[src/rtl/sync_fifo_if.sv]
// Handshake bundle between a producer/consumer pair and sync_fifo.
// count_o exists only when FIFO_COUNT_EN is defined.
interface sync_fifo_if #(
  parameter int WIDTH     = 8,
  parameter int PTR_WIDTH = 4
);

  logic             wr_en_i;
  logic [WIDTH-1:0] wdata_i;
  logic             full_o;
  logic             wr_error_o;
  logic             rd_en_i;
  logic [WIDTH-1:0] rdata_o;
  logic             empty_o;
  logic             rd_error_o;
`ifdef FIFO_COUNT_EN
  logic [PTR_WIDTH:0] count_o;
`endif

  // The producer/consumer side drives requests and observes status.
  modport master (
    output wr_en_i,
    output wdata_i,
    input  full_o,
    input  wr_error_o,
    output rd_en_i,
    input  rdata_o,
    input  empty_o,
`ifdef FIFO_COUNT_EN
    input  count_o,
`endif
    input  rd_error_o
  );

  modport slave (
    input  wr_en_i,
    input  wdata_i,
    output full_o,
    output wr_error_o,
    input  rd_en_i,
    output rdata_o,
    output empty_o,
`ifdef FIFO_COUNT_EN
    output count_o,
`endif
    output rd_error_o
  );

endinterface

[src/rtl/sync_fifo.sv]
// Single-clock FIFO with full/empty flags and one-cycle reject pulses.
// Define FIFO_COUNT_EN to add the registered occupancy output count_o.
module sync_fifo #(
  parameter int DEPTH     = 16,
  parameter int WIDTH     = 8,
  parameter int PTR_WIDTH = 4
) (
  input  logic       clk_i,
  input  logic       rst_i,
  sync_fifo_if.slave fifo
);

  localparam logic [PTR_WIDTH:0] PTR_ONE = {{PTR_WIDTH{1'b0}}, 1'b1};

  // Pointers carry one extra MSB that toggles on each wrap.
  logic [PTR_WIDTH:0] wrPtr_q, wrPtr_d;
  logic [PTR_WIDTH:0] rdPtr_q, rdPtr_d;
  logic [WIDTH-1:0]   rdata_q, rdata_d;
  logic               wrError_q, wrError_d;
  logic               rdError_q, rdError_d;

  logic [WIDTH-1:0]   mem [DEPTH];

  logic               fullNow;
  logic               emptyNow;
  logic               wrAccept;
  logic               rdAccept;

  always_comb begin
    emptyNow = (wrPtr_q == rdPtr_q);
    fullNow  = (wrPtr_q[PTR_WIDTH-1:0] == rdPtr_q[PTR_WIDTH-1:0]) &&
               (wrPtr_q[PTR_WIDTH] != rdPtr_q[PTR_WIDTH]);
    wrAccept = fifo.wr_en_i && !fullNow;
    rdAccept = fifo.rd_en_i && !emptyNow;
  end

  always_comb begin
    wrPtr_d   = wrPtr_q;
    rdPtr_d   = rdPtr_q;
    rdata_d   = rdata_q;
    wrError_d = fifo.wr_en_i && fullNow;
    rdError_d = fifo.rd_en_i && emptyNow;
    if (wrAccept) begin
      wrPtr_d = wrPtr_q + PTR_ONE;
    end
    if (rdAccept) begin
      rdPtr_d = rdPtr_q + PTR_ONE;
      rdata_d = mem[rdPtr_q[PTR_WIDTH-1:0]];
    end
  end

  always_ff @(posedge clk_i) begin
    if (rst_i) begin
      wrPtr_q   <= '0;
      rdPtr_q   <= '0;
      rdata_q   <= '0;
      wrError_q <= 1'b0;
      rdError_q <= 1'b0;
    end else begin
      wrPtr_q   <= wrPtr_d;
      rdPtr_q   <= rdPtr_d;
      rdata_q   <= rdata_d;
      wrError_q <= wrError_d;
      rdError_q <= rdError_d;
    end
  end

  // Storage is deliberately left out of reset.
  always_ff @(posedge clk_i) begin
    if (!rst_i && wrAccept) begin
      mem[wrPtr_q[PTR_WIDTH-1:0]] <= fifo.wdata_i;
    end
  end

`ifdef FIFO_COUNT_EN
  logic [PTR_WIDTH:0] count_q, count_d;

  always_comb begin
    count_d = count_q;
    if (wrAccept && !rdAccept) begin
      count_d = count_q + PTR_ONE;
    end else if (rdAccept && !wrAccept) begin
      count_d = count_q - PTR_ONE;
    end
  end

  always_ff @(posedge clk_i) begin
    if (rst_i) begin
      count_q <= '0;
    end else begin
      count_q <= count_d;
    end
  end

  assign fifo.count_o = count_q;
`endif

  assign fifo.full_o     = fullNow;
  assign fifo.empty_o    = emptyNow;
  assign fifo.rdata_o    = rdata_q;
  assign fifo.wr_error_o = wrError_q;
  assign fifo.rd_error_o = rdError_q;

endmodule

[src/flat_wrapper.sv]
// flat-port wrapper written by rule: the top's interface ports become plain ports
module sync_fifo_flat 
#(
  parameter int DEPTH     = 16,
  parameter int WIDTH     = 8,
  parameter int PTR_WIDTH = 4
)
  (clk_i, rst_i, fifo_wr_en_i, fifo_wdata_i, fifo_full_o, fifo_wr_error_o, fifo_rd_en_i, fifo_rdata_o, fifo_empty_o, fifo_rd_error_o);
  sync_fifo_if #(.WIDTH(WIDTH), .PTR_WIDTH(PTR_WIDTH)) fifo_i ();
  input  logic clk_i;
  input  logic rst_i;
  input wire logic [$bits(fifo_i.wr_en_i)-1:0] fifo_wr_en_i;
  input wire logic [$bits(fifo_i.wdata_i)-1:0] fifo_wdata_i;
  output wire logic [$bits(fifo_i.full_o)-1:0] fifo_full_o;
  output wire logic [$bits(fifo_i.wr_error_o)-1:0] fifo_wr_error_o;
  input wire logic [$bits(fifo_i.rd_en_i)-1:0] fifo_rd_en_i;
  output wire logic [$bits(fifo_i.rdata_o)-1:0] fifo_rdata_o;
  output wire logic [$bits(fifo_i.empty_o)-1:0] fifo_empty_o;
  output wire logic [$bits(fifo_i.rd_error_o)-1:0] fifo_rd_error_o;
  assign fifo_i.wr_en_i = fifo_wr_en_i;
  assign fifo_i.wdata_i = fifo_wdata_i;
  assign fifo_full_o = fifo_i.full_o;
  assign fifo_wr_error_o = fifo_i.wr_error_o;
  assign fifo_i.rd_en_i = fifo_rd_en_i;
  assign fifo_rdata_o = fifo_i.rdata_o;
  assign fifo_empty_o = fifo_i.empty_o;
  assign fifo_rd_error_o = fifo_i.rd_error_o;
  sync_fifo #(.DEPTH(DEPTH), .WIDTH(WIDTH), .PTR_WIDTH(PTR_WIDTH)) u_core (.clk_i(clk_i), .rst_i(rst_i), .fifo(fifo_i));
endmodule
[config.mk]
export PLATFORM = sky130hd
export DESIGN_NAME = sync_fifo_flat
export DESIGN_NICKNAME = d
export VERILOG_FILES = /design/src/rtl/sync_fifo_if.sv /design/src/rtl/sync_fifo.sv /design/src/flat_wrapper.sv
export SDC_FILE = /design/constraint.sdc
export NUM_CORES = 1
export LEC_CHECK = 0
export ABC_CLOCK_PERIOD_IN_PS = 2700
export BUFFER_PORTS_ARGS = -buffer_cell sky130_fd_sc_hd__buf_2
export CAP_MARGIN = 20
export CORE_UTILIZATION = 45
export DETAILED_ROUTE_END_ITERATION = 8
export PLACE_DENSITY = 0.59
export SLEW_MARGIN = 20
export SYNTH_ARGS = -nofsm -noshare
export SYNTH_HDL_FRONTEND = slang
export SYNTH_SLANG_ARGS = --single-unit
[constraint.sdc]
create_clock -name clk_i -period 2.7 [get_ports clk_i]
set_input_delay 0.54 -clock clk_i [delete_from_list [all_inputs] [get_ports clk_i]]
set_output_delay 0.54 -clock clk_i [all_outputs]
set_load 0.1 [all_outputs]
Word-level counts from Yosys, hierarchy flattened
Memories as Yosys holds them, arrays and structs flattened. A register that Yosys moved wholly into a read port is not among the register bits.
Index checks and enable logic that the tools add are counted.
{ "totals": {"inputBits": 12, "ram_bits": 128, "output_inout_bits": 12, "register_bits": 12, "elab_cells": 21, "n_memories": 1} }
{ "classes": {"n_eq_ne": 3, "reduce_logical": 9, "addsub": 2, "mux": 2} }
{ "mem_list": {"columns": ["name", "depth", "width", "rd", "rd_clocked_by_memory_dff", "write_ports", "line", "source"], "rows": [
  ["u_core.mem", 16, 8, 1, 1, 1, "sync_fifo.sv:22", "logic [WIDTH-1:0] mem [DEPTH];"]
]} }
{ "op_table": {"columns": ["op", "count"], "rows": [
  ["adder 5 x 1 -> 5 bit (second input constant)", 2],
  ["logical AND 1 bit", 6],
  ["equality test 5 bit", 1],
  ["equality test 4 bit", 1],
  ["logical NOT 1 bit", 3],
  ["2-to-1 mux 1 bit", 2],
  ["!= test 1 bit", 1]
]} }

Logic depth before layout (Yosys ltp)
{ "depth": {"depth_word": 7, "mapped_depth": 8, "ltp_nobuf": 5} }

Least setup slack after synthesis
Ideal clock, no wire load.
{ "synth_timing": {"path_type": "register to output", "start": "register u_core.rdPtr_q[1]", "end": "output fifo_empty_o", "arrival_ps": 2197, "path_slack_ps": -37, "path_buffers": 2, "path_stages_with_launch": 6, "required_time_ps": 2160, "cell_sequence": "dfxtp_1 buf_6 xnor2_1 nand4_1 buf_4 nor2_1"} }
{ "synth_between": {"elab_chain_cells": 1} }
{ "synth_rtl": {"columns": ["item", "line", "source"], "rows": [
  ["start, declared", "sync_fifo.sv:17", "logic [PTR_WIDTH:0] rdPtr_q, rdPtr_d;"],
  ["start signal, assigned", "sync_fifo.sv:61", "rdPtr_q <= rdPtr_d;"],
  ["equality test 5 bit", "sync_fifo.sv:30", "emptyNow = (wrPtr_q == rdPtr_q);"],
  ["end, declared", "flat_wrapper.sv:18", "output wire logic [$bits(fifo_i.empty_o)-1:0] fifo_empty_o;"]
]} }
No other way between the ends.

Final worst setup path
{ "layout_timing": {"start": "register u_core.rdPtr_q[1]", "end": "output fifo_full_o"} }
{ "layout_between": {"elab_chain_cells": 2} }
{ "layout_rtl": {"columns": ["item", "line", "source"], "rows": [
  ["equality test 4 bit", "sync_fifo.sv:31", "fullNow = (wrPtr_q[PTR_WIDTH-1:0] == rdPtr_q[PTR_WIDTH-1:0]) &&"],
  ["logical AND 1 bit", "sync_fifo.sv:31", null],
  ["end, declared", "flat_wrapper.sv:14", "output wire logic [$bits(fifo_i.full_o)-1:0] fifo_full_o;"]
]} }
No other way between the ends.

==> summary.md <==
| Metric | Value |
|---|---|
| Clk_skew | 0.0121 ns |
| Pre-Repair DR Iteration Count | 4 |
| Core area | 12800 um^2 |
| Die Span Y | roughly 120 um |
| DR iter-0 viols | 271 |
| Total wire length | 12700 um |
| Pint | ~4100 uW |
| Final period demand of the worst path | 2.49 ns |
| DR WL/cell | 22.1 um |
| Part of the power in combinational logic | approximately 15% |
| Slew of the pin with the lowest slew margin | 0.493 ns |
| Critical Path Source Type | register |
| P_sw | 1520 uW |
| CTS Hold Buffers Added | 0 |
| Die width | 117 um |
| Clock power frac | 39.4% |
| Share of cells above drive strength 1 | around 32% |
| Synth Instances | 344 |
| First-pass GRT wire length | 19500 um |
| Routed vias | 3173 |
| Post-CTS Resized | 0 |
| CP required | 2.16 ns |
| Max Buffers Root-to-Sink | 2 |
| CTS root buf | clkbuf_16 |
| Setup TNS Final | 0 ns |
| Routability cong. | 0.790 |
| Most frequent cells in the layout | edfxtp_1 (128), buf_4 (28), mux4_2 (24) |
| Total Routing Usage GR | 20.9% |
| CP Capture Type | output pin |
| Final hold violations | 0 |
| Hpwl dp | 8380 um |
| Fmax achieved | 0.402 GHz |
| Mean post-synth cell area | about 17 um^2 |
| Headroom to the max-slew limit | 67.4% |
| Critical path type | reg2out |
| Max cap viols | 0 |
| CTS clk-pin slew, worst paths | 0.06 ns |
| Largest net degree at the start of global routing | 34 |
| Seq pwr share | between 40 and 50% |
| Syn_nets | 361 |
| Vias per cell | 5.51 |
| Slew Limit Fails | 0 |
| Final Cycle Share | 92.1% |
| CTS tree | yes |
| IO buf count | 23 |
| Post-synthesis sequential area ratio | 71.3% |
| Vias in the first global route | roughly 3200 |
| Mapped Area | 5950 um^2 |
| Area grow syn2layout | 17.6% |
| Row count | 41 |
| Pleak | 0.00228 uW |
| Data arrival time of the critical path | 1.95 ns |
| DRC | 0 |
| FILL cells | around 1000 |
| Post-DRT Antenna Nets | 0 |
| Grt total ovfl | 0 |
| CTS Buf Count | 17 |
| Htree depth | 4 |
| Cell Pwr Density | 803 nW/um^2 |
| Initial Util | 46.6% |
| Die area | 13700 um^2 |
| Commonest non-fill, non-tap cell in the layout | edfxtp_1 |
| Yosys reg bits | 148 |
| RSZ-0062 raised after global routing | false |
| Nets | 408 |
| Total power | 5620 uW |
| Diode count | 0 |
| Clock Sinks | 148 |
| Initial antenna violation count | 0 |
| Postcts setup bufs | 0 |
| EDFF count, synth | 128 |
| Outcome | complete, no violations |
| Clk_lat worst skew | 0.42 ns |
| Switch share | between 20 and 30% |
| CP max FO | 8 |
| Top FF cell, synth | edfxtp_1 |
| Worst hold path type | in2reg |
| Yosys warnings | 0 |
| Io pins | 24 |
| Async set-reset flop share out of synthesis | 0% |
| Setup-failing EPs final | 0 |
| Distinct cell type count after synthesis | 35 |
| Peak supply drop | 739 uV |
[path summary, 6_finish.rpt]
check | startpoint | end | slack [ns] | depth (start not counted)
setup / recovery | u_core.rdPtr_q[1] | fifo_full_o | 0.21 | 5
hold / removal | fifo_rd_en_i | u_core.fifo.rd_error_o | 0.41 | 2
setup reg to reg | u_core.rdPtr_q[1] | u_core.fifo.rdata_o[4] | 0.40 | 5
hold reg to reg | u_core.fifo.rdata_o[5] | u_core.fifo.rdata_o[5] | 0.49 | 2
[critical path, cell delays in order (launching register included)]
cell and delay, ns:
dfxtp_2 0.50, xnor2_1 0.16, nand4_1 0.29, buf_4 0.27, nor2_2 0.13, buf_12 0.19
[through the flow]
stage | utilization, % | cells | hold WS (ns) | worst slack, ns | instance area (um^2)
floorplan | - | 344 | 0.538 | 0.260 | 5960
global placement | 50.4 | 544 | 0.476 | 0.423 | 6440
detailed placement | 50.4 | 544 | 0.476 | 0.387 | 6440
CTS | 54.8 | 576 | 0.402 | 0.162 | 7000
global route | 54.8 | 576 | 0.410 | 0.0620 | 7000
finish | 54.8 | 576 | 0.414 | 0.213 | 7000
[power groups by stage]
stage,combinational [uW],clock (uW),sequential (uW)
after global routing,876,2350,2590
final,822,2220,2580
after floorplan,405,0,2830
after detailed placement,828,0,2630
after global placement,825,0,2630
after CTS,832,2260,2580
[routing by layer]
metal	vias up	wire length (um)	global-route usage [%]
met5	-	0	0
met4	0	88	5.57
met3	7	608	6.08
met2	75	6080	32.1
met1	1618	5970	29.5
li1	1473	-	-
[synthesized netlist by cell type, types with 2 or more instances]
master | instances | area (um^2)
nor3_1 | 21 | 105
nor2_1 | 18 | 67.6
nand2b_1 | 5 | 31.3
dfxtp_1 | 20 | 400
o21ai_0 | 3 | 15.0
edfxtp_1 | 128 | 3840
nor2b_1 | 9 | 56.3
buf_2 | 11 | 55.1
mux2_2 | 16 | 180
nor4b_1 | 5 | 43.8
clkbuf_1 | 7 | 26.3
inv_1 | 3 | 11.3
nand2_1 | 5 | 18.8
a211oi_1 | 16 | 120
xor2_1 | 5 | 43.8
buf_4 | 2 | 15.0
mux4_2 | 24 | 541
nor4_1 | 8 | 50.1
xnor2_1 | 8 | 70.1
ha_1 | 5 | 62.6
o211ai_1 | 4 | 30.0
o22ai_1 | 8 | 50.1
[area by class of cell]
cell class	instances	area (um^2)	share of cell area (%)
clock inverter	11	103	1.47
timing repair buffer	51	355	5.08
sequential	148	4250	60.7
clock buffer	21	460	6.58
inverter	3	11.3	0.161
multi-input combinational	170	1610	23.0
tap	172	215	3.07
[state kept, by name, indices dropped and copies added (netlist names)]
name,flops
u_core.fifo.rd_error_o,1
u_core.fifo.rdata_o,8
u_core.fifo.wr_error_o,1
u_core.mem,128
u_core.rdPtr_q,5
u_core.wrPtr_q,5
[logic make-up after synthesis]
kind of cell	Yosys count	share of synthesized area, %
multiplexers	41	12.3
AND/OR/NAND/NOR	77	6.98
adder cells (fa/ha/maj)	5	1.05
flip-flops	148	71.3
buffers and inverters	26	2.40
AO/OA/AOI/OAI	34	4.10
XOR/XNOR	13	1.91
No activity file was read; power rests on OpenSTA's default activity.
